===== config.mk =====
export PLATFORM = sky130hd
export DESIGN_NAME = serial_paralelo_alineador
export DESIGN_NICKNAME = d
export VERILOG_FILES = /design/src/rtl/serial_paralelo_alineador.sv
export SDC_FILE = /design/constraint.sdc
export NUM_CORES = 1
export LEC_CHECK = 0
export ABC_AREA = 1
export CAP_MARGIN = 40
export CORE_MARGIN = 2
export CORE_UTILIZATION = 50
export CTS_CLUSTER_SIZE = 16
export DETAILED_ROUTE_END_ITERATION = 10
export GPL_ROUTABILITY_DRIVEN = 1
export PLACE_DENSITY = 0.71
export SLEW_MARGIN = 10
export SYNTH_ARGS = -nofsm -noshare
export SYNTH_HDL_FRONTEND = slang
export SYNTH_SLANG_ARGS = --single-unit

===== constraint.sdc =====
create_clock -name clk_8f -period 4.2 [get_ports clk_8f]
set_clock_uncertainty 0.1 [all_clocks]
set_input_delay 0.84 -clock clk_8f [delete_from_list [all_inputs] [get_ports clk_8f]]
set_output_delay 0.84 -clock clk_8f [all_outputs]
set_load 0.03 [all_outputs]

===== src/rtl/serial_paralelo_alineador.sv =====
// serial_paralelo_alineador: MSB-first deserialiser with COM-based
// byte alignment feeding the 1:2 eight-bit demux stage.
module serial_paralelo_alineador #(
    parameter int               WIDTH      = 8,
    parameter logic [WIDTH-1:0] COM        = 8'hBC,
    parameter int               LOCK_COUNT = 4
) (
    input  logic             clk_8f,
    input  logic             reset_L,
    input  logic             data_in,
    output logic [WIDTH-1:0] data_out,
    output logic             valid_out,
    output logic             active
);

    localparam int CW = $clog2(WIDTH);
    localparam int KW = $clog2(LOCK_COUNT + 1);

    typedef enum logic [1:0] {
        SEARCH,
        ALIGN,
        ACTIVE
    } state_t;

    state_t           state_q;
    state_t           state_d;
    // Only the WIDTH-1 newest bits are needed to form the next symbol.
    logic [WIDTH-2:0] shift_q;
    logic [WIDTH-2:0] shift_d;
    logic [CW-1:0]    cnt_q;
    logic [CW-1:0]    cnt_d;
    logic [KW-1:0]    com_cnt_q;
    logic [KW-1:0]    com_cnt_d;
    logic [WIDTH-1:0] data_d;
    logic             valid_d;
    logic             active_d;

    logic [WIDTH-1:0] cand;
    logic             is_com;
    logic             boundary;

    assign cand     = {shift_q, data_in};
    assign is_com   = (cand == COM);
    assign boundary = (cnt_q == CW'(WIDTH - 1));

    // State and output registers, cleared asynchronously.
    always_ff @(posedge clk_8f or negedge reset_L) begin
        if (!reset_L) begin
            state_q   <= SEARCH;
            shift_q   <= '0;
            cnt_q     <= '0;
            com_cnt_q <= '0;
            data_out  <= '0;
            valid_out <= 1'b0;
            active    <= 1'b0;
        end else begin
            state_q   <= state_d;
            shift_q   <= shift_d;
            cnt_q     <= cnt_d;
            com_cnt_q <= com_cnt_d;
            data_out  <= data_out == data_d ? data_out : data_d;
            valid_out <= valid_d;
            active    <= active_d;
        end
    end

    // Next-state: bit hunt, boundary-checked lock, then symbol output.
    always_comb begin
        state_d   = state_q;
        shift_d   = cand[WIDTH-2:0];
        cnt_d     = boundary ? '0 : cnt_q + CW'(1);
        com_cnt_d = com_cnt_q;
        data_d    = data_out;
        valid_d   = valid_out;
        active_d  = active;

        unique case (state_q)
            SEARCH: begin
                if (is_com) begin
                    // Reload so the next boundary lands one symbol later.
                    cnt_d     = '0;
                    com_cnt_d = KW'(1);
                    if (LOCK_COUNT == 1) begin
                        state_d  = ACTIVE;
                        active_d = 1'b1;
                    end else begin
                        state_d = ALIGN;
                    end
                end
            end
            ALIGN: begin
                if (boundary) begin
                    if (is_com) begin
                        com_cnt_d = com_cnt_q + KW'(1);
                        if (com_cnt_d == KW'(LOCK_COUNT)) begin
                            state_d  = ACTIVE;
                            active_d = 1'b1;
                        end
                    end else begin
                        com_cnt_d = '0;
                        state_d   = SEARCH;
                    end
                end
            end
            ACTIVE: begin
                if (boundary) begin
                    data_d  = cand;
                    valid_d = !is_com;
                end
            end
            default: begin
                state_d = SEARCH;
            end
        endcase
    end

endmodule


# Word-level counts from Yosys, hierarchy flattened
# Cells that the tools add are included.
[totals]
regBits = 25
elab_cells = 40
[classes]
n_addsub = 2
eq_ne = 9
n_mux = 14
n_bitwise = 1
reduce_logical = 7
[ops]
columns = ["op", "count"]
rows = [
  ["2-to-1 mux 3 bit", 6],
  ["2-to-1 mux 8 bit", 2],
  ["equality test 8 bit", 1],
  ["equality test 8 bit (second input constant)", 1],
  ["2-to-1 mux 2 bit", 4],
  ["AND reduction 4 bit", 2],
  ["adder 3 x 1 -> 3 bit (second input constant)", 2],
  ["equality test 3 bit (second input constant)", 2],
  ["case mux 2 bit (3 select lines)", 1],
  ["case mux 3 bit (2 select lines)", 1],
  ["inequality test 2 bit (second input constant)", 2],
  ["inequality test 3 bit (second input constant)", 1],
  ["AND reduction 3 bit", 1],
  ["equality test 2 x 1 -> 1 bit (second input constant)", 1],
  ["equality test 2 bit (second input constant)", 1],
  ["logical NOT 2 bit", 1],
  ["AND reduction 2 bit", 1],
  ["nonzero test 2 bit", 1],
  ["logical NOT 1 bit", 1],
  ["inverter 1 bit", 1],
]

# Longest topological paths before layout
# Gate-level depths: netlist of the first run.
[logic_depth]
depth_word = 6
depth_mapped = 8
depth_no_buf = 8

# Least setup slack after synthesis of the first run
# No wires, ideal clock.
[synth_timing]
kind = "input port to flip-flop"
from = "in data_in"
to = "reg com_cnt_q[0]"
arrival_ns = 1.373
slack_ns = 2.610
path_stages = 8
n_path_buf = 0
cell_sequence = "inv_1 -> nand2_1 -> nor2_2 -> nand2_1 -> nand2_1 -> nand2_1 -> nand2_1 -> nand2_1"
[synth_between]
elab_chain_cells = 4
word_cells_on_any_way = 6
classes_between = "eq/ne: 2; mux: 3; reduce/logical: 1"
[synth_rtl]
columns = ["item", "line", "source"]
rows = [
  ["from (decl)", "10", "input logic data_in,"],
  ["equality test 8 bit (*)", "43", "assign is_com = (cand == COM);"],
  ["2-to-1 mux 3 bit", "93", "if (is_com) begin"],
  ["2-to-1 mux 3 bit", "92", "if (boundary) begin"],
  ["case mux 3 bit (2 select lines)", "77", "unique case (state_q)"],
  ["to (signal assigned)", "60", "com_cnt_q <= com_cnt_d;"],
  ["to (decl)", "32", "logic [KW-1:0] com_cnt_q;"],
]
# Mark *: on every way between the ends. The rest lies on a longest branch, timed or not. The select of a mux whose other input is x is not followed.
# A chain may end at the register's enable or synchronous reset.

# Worst setup path in the final report of the first run
[layout_timing]
from = "reg data_out[4]"
to = "out data_out[4]"
[layout_lines]
columns = ["item", "line", "source"]
rows = [
  ["from (decl)", "11", "output logic [WIDTH-1:0] data_out,"],
  ["from (signal assigned)", "61", "data_out <= data_out == data_d ? data_out : data_d;"],
]
# No word-level cell between the ends.

==> results of run 1 <==
-- layout by cell type, fill, tap and decap left out --
master                            count
sky130_fd_sc_hd__inv_2                2
sky130_fd_sc_hd__o21bai_1             1
sky130_fd_sc_hd__nand3_4              1
sky130_fd_sc_hd__nand4_1              1
sky130_fd_sc_hd__nand3_1              3
sky130_fd_sc_hd__clkbuf_1             1
sky130_fd_sc_hd__o21ai_0              1
sky130_fd_sc_hd__nand4_2              1
sky130_fd_sc_hd__o21a_1               5
sky130_fd_sc_hd__buf_8                1
sky130_fd_sc_hd__nand2_1             35
sky130_fd_sc_hd__mux2_4               2
sky130_fd_sc_hd__dfrtp_1             25
sky130_fd_sc_hd__nor2_2               2
sky130_fd_sc_hd__mux2_1               1
sky130_fd_sc_hd__ha_1                 5
sky130_fd_sc_hd__nand3_2              1
sky130_fd_sc_hd__nor2_4               1
sky130_fd_sc_hd__clkbuf_4             3
sky130_fd_sc_hd__clkdlybuf4s50_1     12
sky130_fd_sc_hd__a21oi_1              1
sky130_fd_sc_hd__nand3b_1             1
sky130_fd_sc_hd__nor2_1               8
sky130_fd_sc_hd__inv_1               14
-- state kept, by name, indices dropped and copies added (netlist names) --
register,cells
state_q,2
active,1
cnt_q,3
data_out,8
com_cnt_q,3
shift_q,7
valid_out,1
-- per-layer routing --
layer  global-route usage (%)  share of wire [%]  up-vias  routed length [um]
met2                    26.97                 49       10                 844
li1                         -                  -      377                   -
met3                    3.509                2.6        2                  46
met4                    5.405                1.3        0                  23
met5                        0                  0        -                   0
met1                    23.00                 47      347                 826
-- cell families after synthesis --
kind of cell               Yosys count  share of synthesized area, %
adders and majority gates            5                         5.695
buffers and inverters               16                         5.467
and+or+nand+nor                     54                         23.12
AOI/OAI and AO/OA                    8                         5.011
DFF                                 25                         56.95
muxes                                3                         3.759
-- power by group through the flow --
stage	Combinational [mW]	Sequential (mW)	Clock, mW
6_report	0.0342	0.252	0.104
5_1_grt	0.0372	0.253	0.116
4_1_cts	0.0350	0.252	0.106
3_5_place_dp	0.0347	0.257	0
3_3_place_gp	0.0327	0.257	0
2_1_floorplan	0.00885	0.264	0
-- through the flow --
stage	power (mW)	cell area, um^2
2_1_floorplan	0.2733	1099
4_1_cts	0.3937	1294
3_5_place_dp	0.2918	1267
3_3_place_gp	0.2893	1252
6_report	0.3903	1294
5_1_grt	0.4064	1294
-- cell type report --
cell class              instances  area [um^2]  share of cell area (%)
well taps                      27        33.78                   2.611
repair buffers                 13        135.1                   10.44
clock buffers                   4        26.28                   2.031
flip-flops and latches         25        625.6                   48.36
inverters                      16        60.06                   4.642
multi-input cells              70        412.9                   31.91
-- worst max path at each step --
| stage | start | end | slack [ns] |
|---|---|---|---|
| 3_3_place_gp | reset_L | cnt_q[2] | 1.95 |
| 3_5_place_dp | data_in | com_cnt_q[0] | 1.98 |
| 2_1_floorplan | data_in | com_cnt_q[0] | 2.61 |
| 6_report | data_out[4] | data_out[4] | 1.89 |
| 4_1_cts | data_out[4] | data_out[4] | 1.87 |
| 5_1_grt | data_out[4] | data_out[4] | 1.84 |
==> reports/summary.log, run 1 <==
qor: run_status.status complete, no violations
qor: clocking.tritoncts yes
qor: clocking.clk_transition_reported_paths 0.13 ns
qor: final_layout.antenna-diode-count 0
qor: final_layout.nets 137
qor: synthesis.synth_top_cells_by_area sky130_fd_sc_hd__dfrtp_1 (57%), sky130_fd_sc_hd__nand2_1 (12%), sky130_fd_sc_hd__ha_1 (5.7%), sky130_fd_sc_hd__inv_1 (4.8%), sky130_fd_sc_hd__o21a_1 (3.4%)
qor: worst_setup_path.reg2reg_depth 4
qor: synthesis.synth-edff-count 0
qor: drt.routed_via_density 4.748
qor: worst_setup_path.startpoint_of_the_worst_slack_reg_to_reg_timing_path cnt_q[0]
qor: power.p_switching 0.09099 mW
qor: die.fp.coreArea 0.002022 mm^2
qor: sta.worst_hold_slack 0.3081 ns
qor: final_layout.layout-drive-gt1-share 10.94%
qor: final_layout.filler_cell_count 173
qor: power.vdd.ir_drop.worst 0.2340 mV
qor: sta.fmax 433.7 MHz
qor: synthesis.synthDominantCellAreaShare 56.95%
qor: synthesis.synth_ff_type sky130_fd_sc_hd__dfrtp_1
qor: clocking.cts_setup_buffers 0
qor: placement.globalplace.congestion 0.8310
qor: sta.min_period_over_period 54.90%
qor: final_layout.layout.cells.non_filler 155
qor: placement.dp_slack 1.983 ns
qor: worst_hold_path.hold_end shift_q[6]
qor: synthesis.synth_seq_area_share 56.95%
qor: synthesis.postSynthAreaPerCell 9.897 um^2
qor: synthesis.yosysMostFrequentCell sky130_fd_sc_hd__nand2_1
qor: worst_setup_path.critical_path_buf_inv_count 1
qor: synthesis.async_flop_share 100.0%
qor: power.cell_internal_pwr 0.2993 mW
qor: sta.max-slew-margin-rel 64.44%
qor: synthesis.netlist_instances 111
qor: drt.drt-wirelength-per-cell 11.23 um
qor: power.power-per-cell-area 301.7 mW/mm^2
qor: synthesis.synthesis.yosys.warnings 0
qor: final_layout.area.growth.synth_to_final 17.77%
qor: final_layout.finalCoreUtilization 63.99%
qor: sta.max_slew.worst_pin.slew 0.5318 ns
qor: synthesis.syn-cell-area 0.001099 mm^2
qor: die.floorplan.die_area 0.002588 mm^2
qor: sta.totalNegativeSetupSlack 0 ns
qor: die.initial_utilization 54.33%
qor: synthesis.synth.distinct_cells 20
qor: sta.setup_viol 0
qor: power.netSwitchingFraction 23.31%
qor: synthesis.post_synth_most_frequent_cells sky130_fd_sc_hd__nand2_1 (35), sky130_fd_sc_hd__dfrtp_1 (25), sky130_fd_sc_hd__inv_1 (14)
qor: clocking.cts_htree_levels 1
qor: job.max-cap-violations 0
qor: clocking.cts_hold_repair.buffers 0
qor: global_route.first_global_vias 721
qor: drt.drtAntennaViolNets 0
qor: worst_setup_path.cpLargestDelayFamily buffers and inverters
qor: global_route.gr-total-overflow 0
qor: placement.io_buffers 12
qor: clocking.cts-root-buf sky130_fd_sc_hd__clkbuf_4
qor: worst_setup_path.timing.setup.critical_path_class flip-flop to output pin
qor: worst_setup_path.reg2reg_setup_slack 2.70 ns
qor: worst_setup_path.cp_slowest_stage_delay 0.68 ns
qor: die.placementRows 16
qor: sta.grt_setup_unrepaired false
qor: clocking.worstSkewPairLatency 0.31 ns
qor: power.share_clk_of_total_power 26.6%
qor: placement.dp_cell_count 151
qor: power.power_leakage 0.6482 nW
qor: synthesis.post_synthesis_cell_type_with_the_largest_combined_area sky130_fd_sc_hd__dfrtp_1
qor: worst_setup_path.worstSetupStartpointType flip-flop
qor: worst_hold_path.worst_hold_startpoint shift_q[5]
qor: sta.slew_violations 0
qor: worst_setup_path.worst_r2r_endpoint data_out[7]
qor: placement.dp.final_hpwl 1372 um
qor: sta.final_number_of_hold_violating_endpoints 0
qor: worst_hold_path.min_delay_path_depth 0
qor: global_route.grt_usage 16.83%
qor: clocking.clock-sinks 25
qor: clocking.post_cts.resized_instances 0
qor: worst_setup_path.cpMaxStageDelayCell sky130_fd_sc_hd__clkdlybuf4s50_1
qor: sta.layout_min_cycle_time 2.306 ns
qor: global_route.grt_start_max_net_pins 15
qor: die.floorplan.io_pins 13
qor: die.die-width 50.88 um
qor: clocking.ctsLongestPathBuffers 2
qor: worst_setup_path.worstPathRequired 3.26 ns
qor: worst_setup_path.timing.critical_path.arrival 1.37 ns
qor: worst_setup_path.crit_path_end_kind output pin
qor: worst_setup_path.cp_cell_sequence clkdlybuf4s50_1
qor: worst_setup_path.count_of_cell_instances_traversed_by_the_critical_path 1
qor: synthesis.synthesis.nets 119
qor: worst_setup_path.crit_fanout 2
qor: global_route.grt_antenna_before_repair 0
qor: global_route.wire_length_of_the_first_global_routing_pass 3208 um
qor: power.pwr-share-seq 64.6%
qor: sta.fin_ws 1.894 ns
qor: worst_hold_path.hp-class flip-flop to flip-flop
qor: die.die_span_in_y 50.88 um
qor: synthesis.synth_seq_cells 25
qor: power.pwr-share-comb 8.8%
qor: drt.post-route-drc-count 0
qor: drt.routed-via-count 736
qor: drt.drt_pass1_iterations 4
qor: drt.drt_iter0_drc 17
qor: drt.route.final.wire_length 1740 um
qor: clocking.cts-buffers-inserted 3
Note: power is estimated with default switching activity, not from simulation.
==> inputs of run 2 (changes only) <==
==> constraint.sdc (replaced) <==
create_clock -name clk_8f -period 2.3 [get_ports clk_8f]
set_clock_uncertainty 0.1 [all_clocks]
set_input_delay 0.46 -clock clk_8f [delete_from_list [all_inputs] [get_ports clk_8f]]
set_output_delay 0.46 -clock clk_8f [all_outputs]
set_load 0.03 [all_outputs]
==> run 2 against run 1 <==
- worst hold slack worse by 0.0080 ns
- design area down 0.29%
- first-iteration DRC count down 12%
- sequential power up 83%
- final cell count unchanged
- power up 85%
- die area unchanged
- via count up 0.95%
- clock power up 93%
- sequential share of layout area up 0.14 points
- critical path type unchanged
==> reports/summary.log, run 2 (same netlist as run 1, synthesis figures left out) <==
qor: worst_setup_path.timing.setup.critical_path_class flip-flop to output pin
qor: worst_setup_path.crit_fanout 2 [unchanged]
qor: final_layout.top_regs data_out: 8 flops, shift_q: 7 flops
qor: worst_setup_path.cp_cell_sequence clkdlybuf4s50_1
qor: sta.final_number_of_hold_violating_endpoints 0 [unchanged]
qor: sta.totalNegativeSetupSlack 0 ns [unchanged]
qor: clocking.cts_hold_repair.buffers 0 [unchanged]
qor: clocking.cts-buffers-inserted 3 [unchanged]
qor: global_route.grt_usage 15.85% [-0.98 points]
qor: sta.max_slew.worst_pin.slew 0.3130 ns [-0.2188 ns]
qor: power.power-per-cell-area 559.5 mW/mm^2 [+85%]
qor: job.max-cap-violations 0 [unchanged]
qor: final_layout.area.growth.synth_to_final 17.43%
qor: die.fp.coreArea 0.002022 mm^2 [unchanged]
qor: clocking.worstSkewPairLatency 0.32 ns [about the same]
qor: sta.grt_setup_unrepaired false
qor: worst_setup_path.critical_path_buf_inv_count 1 [unchanged]
qor: final_layout.layout-drive-gt1-share 11.72% [+0.78 points]
qor: sta.fmax 514.5 MHz
qor: placement.globalplace.congestion 0.7562 [-9.0%]
qor: sta.min_period_over_period 84.50%
qor: worst_setup_path.cpMaxStageDelayCell sky130_fd_sc_hd__clkdlybuf4s50_1
qor: final_layout.nets 137 [unchanged]
qor: die.die_span_in_y 50.88 um [unchanged]
qor: run_status.status complete, no violations
qor: final_layout.final-seq-area 625.6 um^2 [unchanged]
qor: worst_setup_path.cp_slowest_stage_delay 0.68 ns [about the same]
qor: drt.routed_via_density 4.794 [+0.95%]
qor: die.floorplan.io_pins 13 [unchanged]
qor: placement.dp_slack 0.5192 ns [-1.463 ns]
qor: worst_setup_path.timing.critical_path.arrival 1.38 ns [about the same]
qor: final_layout.mostFrequentLayoutCell sky130_fd_sc_hd__nand2_1
qor: drt.drt-wirelength-per-cell 10.95 um [-2.4%]
qor: placement.dp.final_hpwl 1311 um [-4.4%]
qor: sta.setup_viol 0 [unchanged]
qor: final_layout.max_ffs_per_register 8 [unchanged]
qor: worst_setup_path.worstPathRequired 1.74 ns [-1.52 ns]
qor: clocking.cts-root-buf sky130_fd_sc_hd__clkbuf_4
qor: final_layout.finalCoreUtilization 63.80% [-0.19 points]
qor: final_layout.finalInstanceArea 0.001290 mm^2 [-0.29%]
qor: global_route.grt_start_max_net_pins 26 [+11]
qor: sta.layout_min_cycle_time 1.944 ns
qor: clocking.clk_transition_reported_paths 0.14 ns [about the same]
qor: drt.post-route-drc-count 0 [unchanged]
qor: drt.drtAntennaViolNets 0 [unchanged]
qor: global_route.first_global_vias 729 [+1.1%]
qor: clocking.ctsLongestPathBuffers 2 [unchanged]
qor: die.die-width 50.88 um [unchanged]
qor: die.initial_utilization 54.33% [unchanged]
qor: final_layout.layout.cells.most_common_list sky130_fd_sc_hd__nand2_1 (35), sky130_fd_sc_hd__dfrtp_1 (25), sky130_fd_sc_hd__inv_1 (14)
qor: clocking.post_cts.resized_instances 0 [unchanged]
qor: clocking.cts_setup_buffers 0 [unchanged]
qor: die.placementRows 16 [unchanged]
qor: final_layout.filler_cell_count 170 [-1.7%]
qor: final_layout.multi_input_gate_area_in_the_final_layout 412.9 um^2 [unchanged]
qor: worst_setup_path.crit_path_end_kind output pin
qor: sta.fin_ws 0.3564 ns [-1.538 ns]
qor: worst_hold_path.hp-class flip-flop to flip-flop
qor: global_route.wire_length_of_the_first_global_routing_pass 3077 um [-4.1%]
qor: final_layout.registers.top_by_ff_count data_out
qor: drt.route.final.wire_length 1698 um [-2.4%]
qor: final_layout.antenna-diode-count 0 [unchanged]
qor: clocking.cts_htree_levels 1 [unchanged]
qor: power.vdd.ir_drop.worst 0.4817 mV [+110%]
qor: placement.io_buffers 12 [unchanged]
qor: sta.slew_violations 0 [unchanged]
qor: global_route.grt_antenna_before_repair 0 [unchanged]
qor: worst_setup_path.cpLargestDelayFamily buffers and inverters
qor: drt.drt_pass1_iterations 4 [unchanged]
qor: power.power_leakage 0.6445 nW [-0.56%]
qor: drt.routed-via-count 743 [+0.95%]
qor: sta.max-slew-margin-rel 79.07% [+15 points]
qor: clocking.tritoncts yes
qor: worst_setup_path.worstSetupStartpointType flip-flop
qor: drt.drt_iter0_drc 15 [-2]
qor: placement.dpl_cell_area 0.001260 mm^2 [-0.59%]
qor: clocking.clock-sinks 25 [unchanged]
qor: global_route.gr-total-overflow 0 [unchanged]
qor: die.floorplan.die_area 0.002588 mm^2 [unchanged]
[run 2: path summary, 6_finish.rpt]
path / end / slack, ns / depth (start not counted) / start
max: data_out[4] / 0.36 / 1 / data_out[4]
min: shift_q[6] / 0.30 / 0 / shift_q[5]
max reg2reg: data_out[7] / 0.77 / 4 / cnt_q[0]
min reg2reg: shift_q[6] / 0.30 / 0 / shift_q[5]
max in group asynchronous: cnt_q[2] / 1.48 / 2 / reset_L
min in group asynchronous: data_out[6] / 0.38 / 2 / reset_L
[run 2: worst reg2reg max path: cells and delay by family (launching register included)]
family,cells,cell delay (ns)
adders and majority gates,2,0.47
DFF,1,0.41
muxes,1,0.33
and+or+nand+nor,1,0.13
[run 2: area by class of cell]
class	count	area share [%]
clock inverter	1	0.5820
multi-input combinational	70	32.01
inverter	16	4.656
tap	27	2.619
timing repair buffer	13	9.893
sequential	25	48.50
clock buffer	3	1.746
[run 2: metrics by stage]
| step | cells | power (mW) | hold WS (ns) |
|---|---|---|---|
| final | 155 | 0.7218 | 0.3001 |
| after global routing | 155 | 0.7510 | 0.3315 |
| after CTS | 155 | 0.7289 | 0.3047 |
| after detailed placement | 151 | 0.5308 | 0.2689 |
| after global placement | 151 | 0.5299 | 0.2592 |
| after floorplan | 111 | 0.4990 | 0.06441 |
[run 2: per-layer routing]
metal  vias up  GRT usage, %  share of wire, %
met4         0         6.757              0.71
met1       354         21.81                51
met5         -             0                 0
met3         2         2.632               2.4
li1        377             -                 -
met2        10         25.00                46
[run 2: report_power, final]
part | leakage, nW | switching [mW] | internal (mW) | total (mW)
Combinational | 0.346 | 0.0353 | 0.0248 | 0.0602
Sequential | 0.285 | 0.00762 | 0.453 | 0.461
Clock | 0.0139 | 0.135 | 0.0665 | 0.201
